===== config.mk =====
export PLATFORM = sky130hd
export DESIGN_NAME = arb_requester
export DESIGN_NICKNAME = d
export VERILOG_FILES = /design/src/rtl/arb_pkg.sv /design/src/rtl/arb_req_chan.sv /design/src/rtl/arb_requester.sv
export SDC_FILE = /design/constraint.sdc
export NUM_CORES = 1
export LEC_CHECK = 0
export CAP_MARGIN = 15
export CORE_ASPECT_RATIO = 1.75
export CORE_MARGIN = 8
export CORE_UTILIZATION = 25
export CTS_CLUSTER_SIZE = 8
export DETAILED_ROUTE_END_ITERATION = 10
export DONT_BUFFER_PORTS = 1
export MAX_ROUTING_LAYER = met4
export RECOVER_POWER = 25
export SLEW_MARGIN = 10
export SYNTH_ARGS = -nofsm -noshare
export SYNTH_HDL_FRONTEND = slang
export SYNTH_SLANG_ARGS = --single-unit

===== constraint.sdc =====
create_clock -name clock -period 2.5 [get_ports clock]
set_input_delay 0.375 -clock clock [delete_from_list [all_inputs] [get_ports clock]]
set_output_delay 0.375 -clock clock [all_outputs]
set_load 0.01 [all_outputs]

===== src/rtl/arb_pkg.sv =====
// Shared definitions for the arbiter requester: channel state encoding and
// default timing parameters also used by the arbiter bench.
package arb_pkg;

    typedef enum logic [1:0] {
        IDLE = 2'd0,
        REQ  = 2'd1,
        OWN  = 2'd2,
        BACK = 2'd3
    } chan_state_e;

    localparam int DEF_CNT_W     = 4;
    localparam int DEF_BURST_LEN = 4;
    localparam int DEF_TIMEOUT   = 15;
    localparam int DEF_BACKOFF   = 3;

endpackage


===== src/rtl/arb_req_chan.sv =====
// One requester channel: pending-work counter, request/own/backoff FSM and
// sticky overflow flag. req/busy decode from state; done/tmo are registered.
module arb_req_chan
    import arb_pkg::*;
#(
    parameter int CNT_W     = DEF_CNT_W,
    parameter int BURST_LEN = DEF_BURST_LEN,
    parameter int TIMEOUT   = DEF_TIMEOUT,
    parameter int BACKOFF   = DEF_BACKOFF
) (
    input  logic             clock,
    input  logic             reset,
    input  logic             i_push,
    input  logic             i_gnt,
    output logic             o_req,
    output logic             o_busy,
    output logic             o_done,
    output logic             o_tmo,
    output logic             o_ovf,
    output logic [CNT_W-1:0] o_pend
);

    localparam int WAIT_W  = (TIMEOUT   > 1) ? $clog2(TIMEOUT)   : 1;
    localparam int BURST_W = (BURST_LEN > 1) ? $clog2(BURST_LEN) : 1;
    localparam int BACK_W  = (BACKOFF   > 1) ? $clog2(BACKOFF)   : 1;
    localparam logic [CNT_W-1:0] PEND_MAX = {CNT_W{1'b1}};

    chan_state_e        r_state, w_state_nxt;
    logic [WAIT_W-1:0]  r_wait,  w_wait_nxt;
    logic [BURST_W-1:0] r_burst, w_burst_nxt;
    logic [BACK_W-1:0]  r_back,  w_back_nxt;
    logic [CNT_W-1:0]   r_pend,  w_pend_nxt;
    logic               r_ovf,   w_ovf_set;
    logic               r_done,  r_tmo;
    logic               w_complete, w_timeout;

    always_comb begin
        w_state_nxt = r_state;
        w_wait_nxt  = r_wait;
        w_burst_nxt = r_burst;
        w_back_nxt  = r_back;
        w_complete  = 1'b0;
        w_timeout   = 1'b0;
        case (r_state)
            IDLE: begin
                if (r_pend != '0) begin
                    w_state_nxt = REQ;
                    w_wait_nxt  = '0;
                end
            end
            REQ: begin
                if (i_gnt) begin
                    w_state_nxt = OWN;
                    w_burst_nxt = BURST_W'(BURST_LEN - 1);
                end else if (r_wait == WAIT_W'(TIMEOUT - 1)) begin
                    w_state_nxt = BACK;
                    w_back_nxt  = BACK_W'(BACKOFF - 1);
                    w_timeout   = 1'b1;
                end else begin
                    w_wait_nxt = r_wait + 1'b1;
                end
            end
            OWN: begin
                // Losing the grant mid-burst abandons the burst but keeps the work.
                if (!i_gnt) begin
                    w_state_nxt = REQ;
                    w_wait_nxt  = '0;
                end else if (r_burst == '0) begin
                    w_state_nxt = IDLE;
                    w_complete  = 1'b1;
                end else begin
                    w_burst_nxt = r_burst - 1'b1;
                end
            end
            BACK: begin
                // Leave as the count reaches zero; the IDLE cycle ends the quiet period.
                if (r_back <= BACK_W'(1)) begin
                    w_state_nxt = IDLE;
                end else begin
                    w_back_nxt = r_back - 1'b1;
                end
            end
            default: w_state_nxt = IDLE;
        endcase
    end

    always_comb begin
        w_pend_nxt = r_pend;
        w_ovf_set  = 1'b0;
        if (i_push && !w_complete) begin
            if (r_pend == PEND_MAX) begin
                w_ovf_set = 1'b1;
            end else begin
                w_pend_nxt = r_pend + 1'b1;
            end
        end else if (!i_push && w_complete) begin
            w_pend_nxt = r_pend - 1'b1;
        end
    end

    always_ff @(posedge clock) begin
        if (reset) begin
            r_state <= IDLE;
            r_wait  <= '0;
            r_burst <= '0;
            r_back  <= '0;
            r_pend  <= '0;
            r_ovf   <= 1'b0;
            r_done  <= 1'b0;
            r_tmo   <= 1'b0;
        end else begin
            r_state <= w_state_nxt;
            r_wait  <= w_wait_nxt;
            r_burst <= w_burst_nxt;
            r_back  <= w_back_nxt;
            r_pend  <= w_pend_nxt;
            r_ovf   <= r_ovf | w_ovf_set;
            r_done  <= w_complete;
            r_tmo   <= w_timeout;
        end
    end

    assign o_req  = (r_state == REQ) || (r_state == OWN);
    assign o_busy = (r_state == OWN);
    assign o_done = r_done;
    assign o_tmo  = r_tmo;
    assign o_ovf  = r_ovf;
    assign o_pend = r_pend;

endmodule


===== src/rtl/arb_requester.sv =====
// Two independent requester channels sitting in front of the arbiter's
// req/gnt pins; bit i of every vector belongs to channel i.
module arb_requester
    import arb_pkg::*;
#(
    parameter int CNT_W     = DEF_CNT_W,
    parameter int BURST_LEN = DEF_BURST_LEN,
    parameter int TIMEOUT   = DEF_TIMEOUT,
    parameter int BACKOFF   = DEF_BACKOFF
) (
    input  logic             clock,
    input  logic             reset,
    input  logic [1:0]       push,
    input  logic [1:0]       gnt,
    output logic [1:0]       req,
    output logic [1:0]       busy,
    output logic [1:0]       done,
    output logic [1:0]       tmo,
    output logic [1:0]       ovf,
    output logic [CNT_W-1:0] pend0,
    output logic [CNT_W-1:0] pend1
);

    logic [CNT_W-1:0] w_pend [2];

    for (genvar g = 0; g < 2; g++) begin : g_chan
        arb_req_chan #(
            .CNT_W     (CNT_W),
            .BURST_LEN (BURST_LEN),
            .TIMEOUT   (TIMEOUT),
            .BACKOFF   (BACKOFF)
        ) u_chan (
            .clock  (clock),
            .reset  (reset),
            .i_push (push[g]),
            .i_gnt  (gnt[g]),
            .o_req  (req[g]),
            .o_busy (busy[g]),
            .o_done (done[g]),
            .o_tmo  (tmo[g]),
            .o_ovf  (ovf[g]),
            .o_pend (w_pend[g])
        );
    end

    assign pend0 = w_pend[0];
    assign pend1 = w_pend[1];

endmodule


==> results of run 1 <==
[kinds of logic (layout without fill, tap and decap cells)]
kind of cell             count (synthesis)  in the layout  share of synthesized area [%]
XOR/XNOR                                 2              2                         0.7805
adder cells (fa/ha/maj)                 25             25                          14.60
flip-flops                              34             34                          30.32
AO/OA/AOI/OAI                           65             65                          21.57
AND/OR/NAND/NOR                         78             78                          19.90
multiplexers                             9              9                          4.236
buffers and inverters                   39             32                          8.584
[registers in the layout (all words and copies together), names as in the netlist]
register and cells:
g_chan.u_chan.o_pend 8, g_chan.u_chan.r_state 4, g_chan.u_chan.o_ovf 2, g_chan.u_chan.o_done 2, g_chan.u_chan.o_tmo 2, g_chan.u_chan.r_back 4
g_chan.u_chan.r_wait 8, g_chan.u_chan.r_burst 4
[metal layers]
metal / track usage, % / up-vias / share of wire (%)
met2: 16.49 / 26 / 57
met3: 2.781 / 5 / 4.2
met5: - / - / 0
met4: 2.190 / 0 / 0.98
met1: 8.047 / 871 / 37
li1: - / 887 / -
[area by class of cell]
class	count	area, µm²	area share [%]
clock buffer	6	138.9	5.669
inverter	23	86.33	3.524
multi-input combinational	179	1371	55.98
sequential	34	680.7	27.78
tap	120	150.1	6.129
timing repair buffer	3	22.52	0.9193
[worst max-delay path by stage]
stage,end,startpoint,cells after the start
2_1_floorplan,g_chan[0].u_chan.o_pend[3]$_SDFFE_PP0P_,g_chan[0].u_chan.r_state[0]$_SDFFE_PP0P_,10
3_3_place_gp,g_chan[1].u_chan.o_pend[3]$_SDFFE_PP0P_,g_chan[1].u_chan.r_state[0]$_SDFFE_PP0P_,10
3_5_place_dp,g_chan[0].u_chan.o_pend[3]$_SDFFE_PP0P_,g_chan[0].u_chan.r_state[0]$_SDFFE_PP0P_,10
4_1_cts,g_chan[1].u_chan.o_pend[3]$_SDFFE_PP0P_,g_chan[1].u_chan.r_state[0]$_SDFFE_PP0P_,10
5_1_grt,g_chan[0].u_chan.o_pend[3]$_SDFFE_PP0P_,g_chan[0].u_chan.r_state[0]$_SDFFE_PP0P_,10
6_report,g_chan[1].u_chan.o_pend[3]$_SDFFE_PP0P_,g_chan[1].u_chan.r_state[0]$_SDFFE_PP0P_,10
[stage by stage]
step	hold slack (ns)	utilization (%)	instance area [µm²]	total power, W
floorplan	0.4380	-	2245	0.001577
global route	0.1617	27.46	2450	0.002534
global placement	0.4528	25.90	2311	0.001751
finish	0.1711	27.46	2450	0.002354
detailed placement	0.4558	25.90	2311	0.001778
CTS	0.1632	27.46	2450	0.002392
[Yosys cell counts, types with 4 or more instances]
library cell,n,area [µm²]
dfxtp_1,34,680.7
ha_1,23,287.8
inv_1,23,86.33
a21oi_1,18,90.09
nor2_1,15,56.30
nand3_1,12,60.06
nand2_1,11,41.29
buf_4,10,75.07
a211oi_1,9,67.56
mux2i_1,8,80.08
nor2b_1,8,50.05
nand2b_1,6,37.54
a221oi_1,4,35.03
and2_1,4,25.02
and3b_1,4,35.03
o211ai_1,4,30.03
o21ai_1,4,20.02
o41ai_1,4,35.03
[critical path: cells and delay by family, from the launching register on]
family | cells | cell delay [ns]
buf+inv | 2 | 0.19
flops | 1 | 0.38
fa+ha+maj | 2 | 0.57
simple gates | 4 | 0.67
compound gates | 2 | 0.34
[where the power goes]
part | internal [W] | switching [W]
Clock | 0.000385 | 0.000217
Combinational | 0.000425 | 0.000557
Sequential | 0.000643 | 0.000126
Total | 0.00145 | 0.000900
==> metrics.md, run 1 <==
| Metric | Value |
|---|---|
| Grt ovf | `0` |
| CP peak stage delay | `0.38 ns` |
| Layout area overhead | `9.142%` |
| Vias per Instance | `4.901` |
| Buffers on Ports | `0` |
| Crit path required time | `2.64 ns` |
| Most frequent cells in the layout | `34 x dfxtp_1, 23 x inv_1, 23 x ha_1` |
| DRC Markers | `0` |
| Syn nets | `283` |
| R2R cell count | `10` |
| Status | `complete, no violations` |
| Ports | `24` |
| CP Max Fanout | `5` |
| Worst R2R Start | `g_chan[1].u_chan.r_state[0]$_SDFFE_PP0P_` |
| TritonCTS clock tree | `yes` |
| Initial antenna violation count | `0` |
| Vias | `1789` |
| Worst-Margin Slew | `0.4931 ns` |
| Leakage | `0.9617 nW` |
| Die width | `87.63 µm` |
| Final Hold Vio Count | `0` |
| Register area share after synthesis | `30.32%` |
| Post-Syn Area per Cell | `8.907 µm²` |
| Largest net degree at the start of global routing | `31` |
| Post-CTS Resized | `0` |
| RSZ-0062 raised after global routing | `false` |
| Post-route ant nets | `0` |
| DP Wirelength | `3.934 mm` |
| Crit path launch type | `flip-flop` |
| Total global-route track usage | `8.721%` |
| Cells on Worst Hold Path | `1` |
| Reg-to-Reg End | `g_chan[1].u_chan.o_pend[3]$_SDFFE_PP0P_` |
| Global-route wire length before repair | `8.286 mm` |
| Netlist cell types | `51` |
| Die area | `12390 µm²` |
| Setup skew after layout | `0.001770 ns` |
| GP Congestion | `0.7700` |
| P per Cell Area | `960.8 nW/µm²` |
| Setup CP Type | `reg2reg` |
| Number of synthesized flops with an enable pin | `0` |
| Htree depth | `2` |
| FMAX | `0.4394 GHz` |
| Fin crit share | `91.03%` |
| Most common cell after layout, fill and taps aside | `dfxtp_1` |
| Worst path cell trace | `inv_1 > ha_1 > nand3_1 > and2_1 > inv_1 > ha_1 > nand3_1 > and3b_1 > a221oi_1 > a211oi_1` |
| Inserted Clock Buffers | `5` |
| Clock tree buffer depth | `2` |
| Nets@finish | `277` |
| Period minus WS final | `2.276 ns` |
| Cell Rows | `46` |
| Synth Cell Area | `2245 µm²` |
| Yosys warnings | `0` |
| Gate Count Post-Synth | `252` |
| Hold path startpoint | `reset` |
| Dpl cells | `359` |
| R2r setup slk | `0.22 ns` |
| #FFs+latches synth | `34` |
| Synth Flop Type | `dfxtp_1` |
| Worst-Skew Late Latency | `0.27 ns` |
| Initial drt markers | `100` |
| Setup repair bufs after CTS | `0` |
| Root buffer cell | `clkbuf_16` |
| Antenna fix cells | `0` |
| Starting Density | `25.16%` |
| Core area | `8921 µm²` |
| Die H | `141.4 µm` |
| Hold Crit Class | `in2reg` |
| Worst IR drop on VDD | `0.3300 mV` |
| Async set-reset flop share out of synthesis | `0%` |
| CP max stage cell | `dfxtp_1` |
| Max Cap Viol | `0` |
| Post-route setup TNS | `0 ns` |
| Fill cells | `947` |
| Worst slack at placement | `0.2492 ns` |
| Post-CTS Hold Buffers | `0` |
| Number of global-route vias before repair | `1674` |
| WHS Endpoint | `g_chan[1].u_chan.r_wait[1]$_SDFFE_PP0P_` |
| Setup ws final | `0.2242 ns` |
| # setup viols final | `0` |
| Routed WL | `5.119 mm` |
| Max Slew Vio Count | `0` |
| Critical Path Sink Type | `flip-flop` |
| Clock-pin slew on the worst setup and hold paths | `0.05 ns` |
| Num Clock Sinks | `34` |
| Layout cell share with drive strength beyond 1 | `7.755%` |
| Post-Layout Cell Count | `365` |
| DR pass1 iterations | `4` |
| Routed len/inst | `14.02 µm` |
| Slew headroom | `67.09%` |
| Critical Path AT | `2.42 ns` |
Note: power is estimated with default switching activity, not from simulation.
==> run 2: changes to the inputs <==
--- a/config.mk
+++ b/config.mk
@@ -17,4 +17,5 @@
 export SLEW_MARGIN = 10
 export SYNTH_ARGS = -nofsm -noshare
 export SYNTH_HDL_FRONTEND = slang
+export SYNTH_HIERARCHICAL = 1
 export SYNTH_SLANG_ARGS = --single-unit
==> metrics.md, run 2 <==
| Metric | Value |
|---|---|
| Status | `complete, no violations` |
| CP top delay family | `adder cells` |
| Most frequent cells in the layout | `34 x dfxtp_1, 24 x ha_1, 19 x inv_1` |
| Top post-synthesis cells by area | `dfxtp_1 31%, ha_1 14%, inv_1 3.2%` |
| Routed len/inst | `13.68 µm (-2.4%)` |
| Synth Flop Type | `dfxtp_1` |
| Crit path required time | `2.66 ns (+0.02 ns)` |
| Gate Count Post-Synth | `248 (-1.6%)` |
| Sw Pwr | `0.0009385 W (+4.3%)` |
| Cells on Worst Hold Path | `1 (unchanged)` |
| Setup skew after layout | `0.002102 ns (+0.0003317 ns)` |
| Root buffer cell | `clkbuf_16` |
| Yosys top cell by area | `dfxtp_1` |
| Worst-Skew Late Latency | `0.27 ns (about the same)` |
| Worst IR drop on VDD | `0.4974 mV (+51%)` |
| Core area | `8671 µm² (-2.8%)` |
| Nets@finish | `282 (+1.8%)` |
| Number of global-route vias before repair | `1905 (+14%)` |
| Vias per Instance | `5.025 (+2.5%)` |
| Syn nets | `280 (-1.1%)` |
| Die H | `140.5 µm (-0.62%)` |
| Register area share after synthesis | `30.75% (+0.43 points)` |
| Int Pwr | `0.001460 W (+0.47%)` |
| # setup viols final | `0 (unchanged)` |
| Die width | `87.13 µm (-0.58%)` |
| Setup repair bufs after CTS | `0 (unchanged)` |
| Placed cell area | `2340 µm² (+1.2%)` |
| Critical Path Stages | `9 (-1)` |
| Switching Share | `39.12% (+0.88 points)` |
| Max Slew Vio Count | `0 (unchanged)` |
| Synth Cell Area | `2213 µm² (-1.4%)` |
| DRC Markers | `0 (unchanged)` |
| FMAX | `0.4470 GHz (+1.7%)` |
| Yosys warnings | `6 (+6)` |
| Post-CTS Resized | `0 (unchanged)` |
| Post-Syn Area per Cell | `8.925 µm² (+0.20%)` |
| GP Congestion | `0.7949 (+3.2%)` |
| CP peak stage delay | `0.41 ns (+0.03 ns)` |
| Max Cap Viol | `0 (unchanged)` |
| Most common cell after layout, fill and taps aside | `dfxtp_1` |
| Netlist cell types | `61 (+20%)` |
| CP max stage cell | `dfxtp_1` |
| Number of buffers and inverters on the critical path | `1 (-1)` |
| Crit path launch type | `flip-flop` |
| Finished Cell Area | `2470 µm² (+0.82%)` |
| Hold Crit Class | `in2reg` |
| Post-CTS Hold Buffers | `0 (unchanged)` |
| Vias | `1844 (+3.1%)` |
| RSZ-0062 raised after global routing | `false` |
| Initial antenna violation count | `0 (unchanged)` |
| Clock tree buffer depth | `2 (unchanged)` |
| Post-synth top cells | `34 x dfxtp_1, 24 x ha_1, 19 x inv_1, 16 x nor2_1, 13 x a21oi_1` |
| TritonCTS clock tree | `yes` |
| Cell Rows | `45 (-2.2%)` |
| DP Wirelength | `3.847 mm (-2.2%)` |
| Post-synth top area share | `30.75% (+0.43 points)` |
| Total global-route track usage | `8.656% (-0.064 points)` |
| Sequential share of power | `34.0% (+1.3 points)` |
| Inserted Clock Buffers | `5 (unchanged)` |
| Post-route ant nets | `0 (unchanged)` |
| Fin crit share | `89.49% (-1.5 points)` |
| Final Hold Vio Count | `0 (unchanged)` |
| Routed WL | `5.021 mm (-1.9%)` |
| Critical Path Sink Type | `flip-flop` |
| Layout cell share with drive strength beyond 1 | `10.00% (+2.2 points)` |
| Ports | `24 (unchanged)` |
| R2r setup slk | `0.26 ns (+0.04 ns)` |
| CP Max Fanout | `5 (unchanged)` |
| Setup CP Type | `reg2reg` |
| Initial drt markers | `45 (-55%)` |
| Most frequent cell after synthesis | `dfxtp_1` |
| Antenna fix cells | `0 (unchanged)` |
| Clock power frac | `23.8% (-1.8 points)` |
| Starting Density | `25.53% (+0.37 points)` |
| Async set-reset flop share out of synthesis | `0% (unchanged)` |
| Number of synthesized flops with an enable pin | `0 (unchanged)` |
| Layout area overhead | `11.59%` |
| Period minus WS final | `2.237 ns (-0.03853 ns)` |
| Buffers on Ports | `0 (unchanged)` |
| R2R cell count | `9 (-1)` |
| Post-route setup TNS | `0 ns (unchanged)` |
| Num Clock Sinks | `34 (unchanged)` |
| P per Cell Area | `971.3 nW/µm² (+1.1%)` |
| Slew headroom | `73.25% (+6.2 points)` |
| DR pass1 iterations | `4 (unchanged)` |
| Largest net degree at the start of global routing | `33 (+6.5%)` |
| Grt ovf | `0 (unchanged)` |
| Die area | `12240 µm² (-1.2%)` |
| Clock-pin slew on the worst setup and hold paths | `0.05 ns (about the same)` |
| Global-route wire length before repair | `8.411 mm (+1.5%)` |
| #FFs+latches synth | `34 (unchanged)` |
| Htree depth | `2 (unchanged)` |
| Comb pwr share | `42.2% (+0.4 points)` |
| Critical Path AT | `2.39 ns (-0.03 ns)` |
| Leakage | `0.9982 nW (+3.8%)` |
| Worst-Margin Slew | `0.4012 ns (-0.09191 ns)` |
| Worst path cell trace | `inv_1 > ha_1 > nand3_1 > nand2_1 > ha_1 > a21oi_1 > nand2_1 > nor3b_1 > a311o_1` |
## run 2: cell types whose count changed after synthesis, moves of 5 or more
cell      change
buf_4         -9
mux2i_1       -6
a21oi_1       -5
nor3_1        +6
o21ai_0       +6
a211oi_1      -7
## run 2: cell families after synthesis
group           after synthesis  synth area share, %
simple gates                 93                25.27
compound gates               62                20.75
flops                        34                30.75
buf+inv                      27                5.144
fa+ha+maj                    26                15.38
mux                           4                1.922
xor+xnor                      2               0.7916
## run 2: power groups by stage
stage	clock [W]	combinational (W)	sequential, W
final	0.000570	0.00101	0.000815
after global placement	0	0.000991	0.000820
after global routing	0.000623	0.00115	0.000835
after CTS	0.000593	0.00103	0.000816
after floorplan	0	0.000841	0.000785
after detailed placement	0	0.00103	0.000826
## run 2: per-layer routing
layer  wire length [µm]  GRT usage, %  part of all wire, %
met1               1822         7.441                   36
met2               2798         16.13                   56
met3                323         2.812                  6.4
met4                 77         4.106                  1.5
met5                  0             -                    0
## run 2: path summary, 6_finish.rpt
check | startpoint | end
worst min-delay path | reset | g_chan[1].u_chan/o_pend[1]$_SDFFE_PP0P_
worst max-delay path | g_chan[1].u_chan/r_state[0]$_SDFFE_PP0P_ | g_chan[1].u_chan/o_pend[3]$_SDFFE_PP0P_
worst max register to register | g_chan[1].u_chan/r_state[0]$_SDFFE_PP0P_ | g_chan[1].u_chan/o_pend[3]$_SDFFE_PP0P_
worst min register to register | g_chan[1].u_chan/r_burst[1]$_SDFFE_PP0P_ | g_chan[1].u_chan/r_burst[1]$_SDFFE_PP0P_
## run 2: area by class of cell
class,count,area [µm²]
Clock buffer,5,125.1
Clock inverter,2,10.01
Fill cell,954,6201
Inverter,19,71.32
Multi-Input combinational cell,187,1414
Sequential cell,34,680.7
Tap cell,117,146.4
Timing Repair Buffer,3,22.52
## run 2: through the flow
step | hold WS, ns | total power, W | util [%] | std cells | worst slack (ns)
global route | 0.1615 | 0.002608 | 28.48 | 367 | 0.06985
floorplan | 0.4516 | 0.001626 | - | 248 | 0.3562
CTS | 0.1640 | 0.002439 | 28.54 | 367 | 0.2748
global placement | 0.4536 | 0.001811 | 26.98 | 360 | 0.3716
finish | 0.1772 | 0.002399 | 28.48 | 367 | 0.2627
detailed placement | 0.4587 | 0.001851 | 26.98 | 360 | 0.2888
==> run 3: changes to the inputs <==
--- a/config.mk
+++ b/config.mk
@@ -5,13 +5,13 @@
 export SDC_FILE = /design/constraint.sdc
 export NUM_CORES = 1
 export LEC_CHECK = 0
-export CAP_MARGIN = 15
 export CORE_ASPECT_RATIO = 1.75
 export CORE_MARGIN = 8
 export CORE_UTILIZATION = 25
 export CTS_CLUSTER_SIZE = 8
 export DETAILED_ROUTE_END_ITERATION = 10
 export DONT_BUFFER_PORTS = 1
+export GPL_ROUTABILITY_DRIVEN = 0
 export MAX_ROUTING_LAYER = met4
 export RECOVER_POWER = 25
 export SLEW_MARGIN = 10
==> results of run 3 <==
The final DEF is identical to that of run 2; final timing and power are the same.
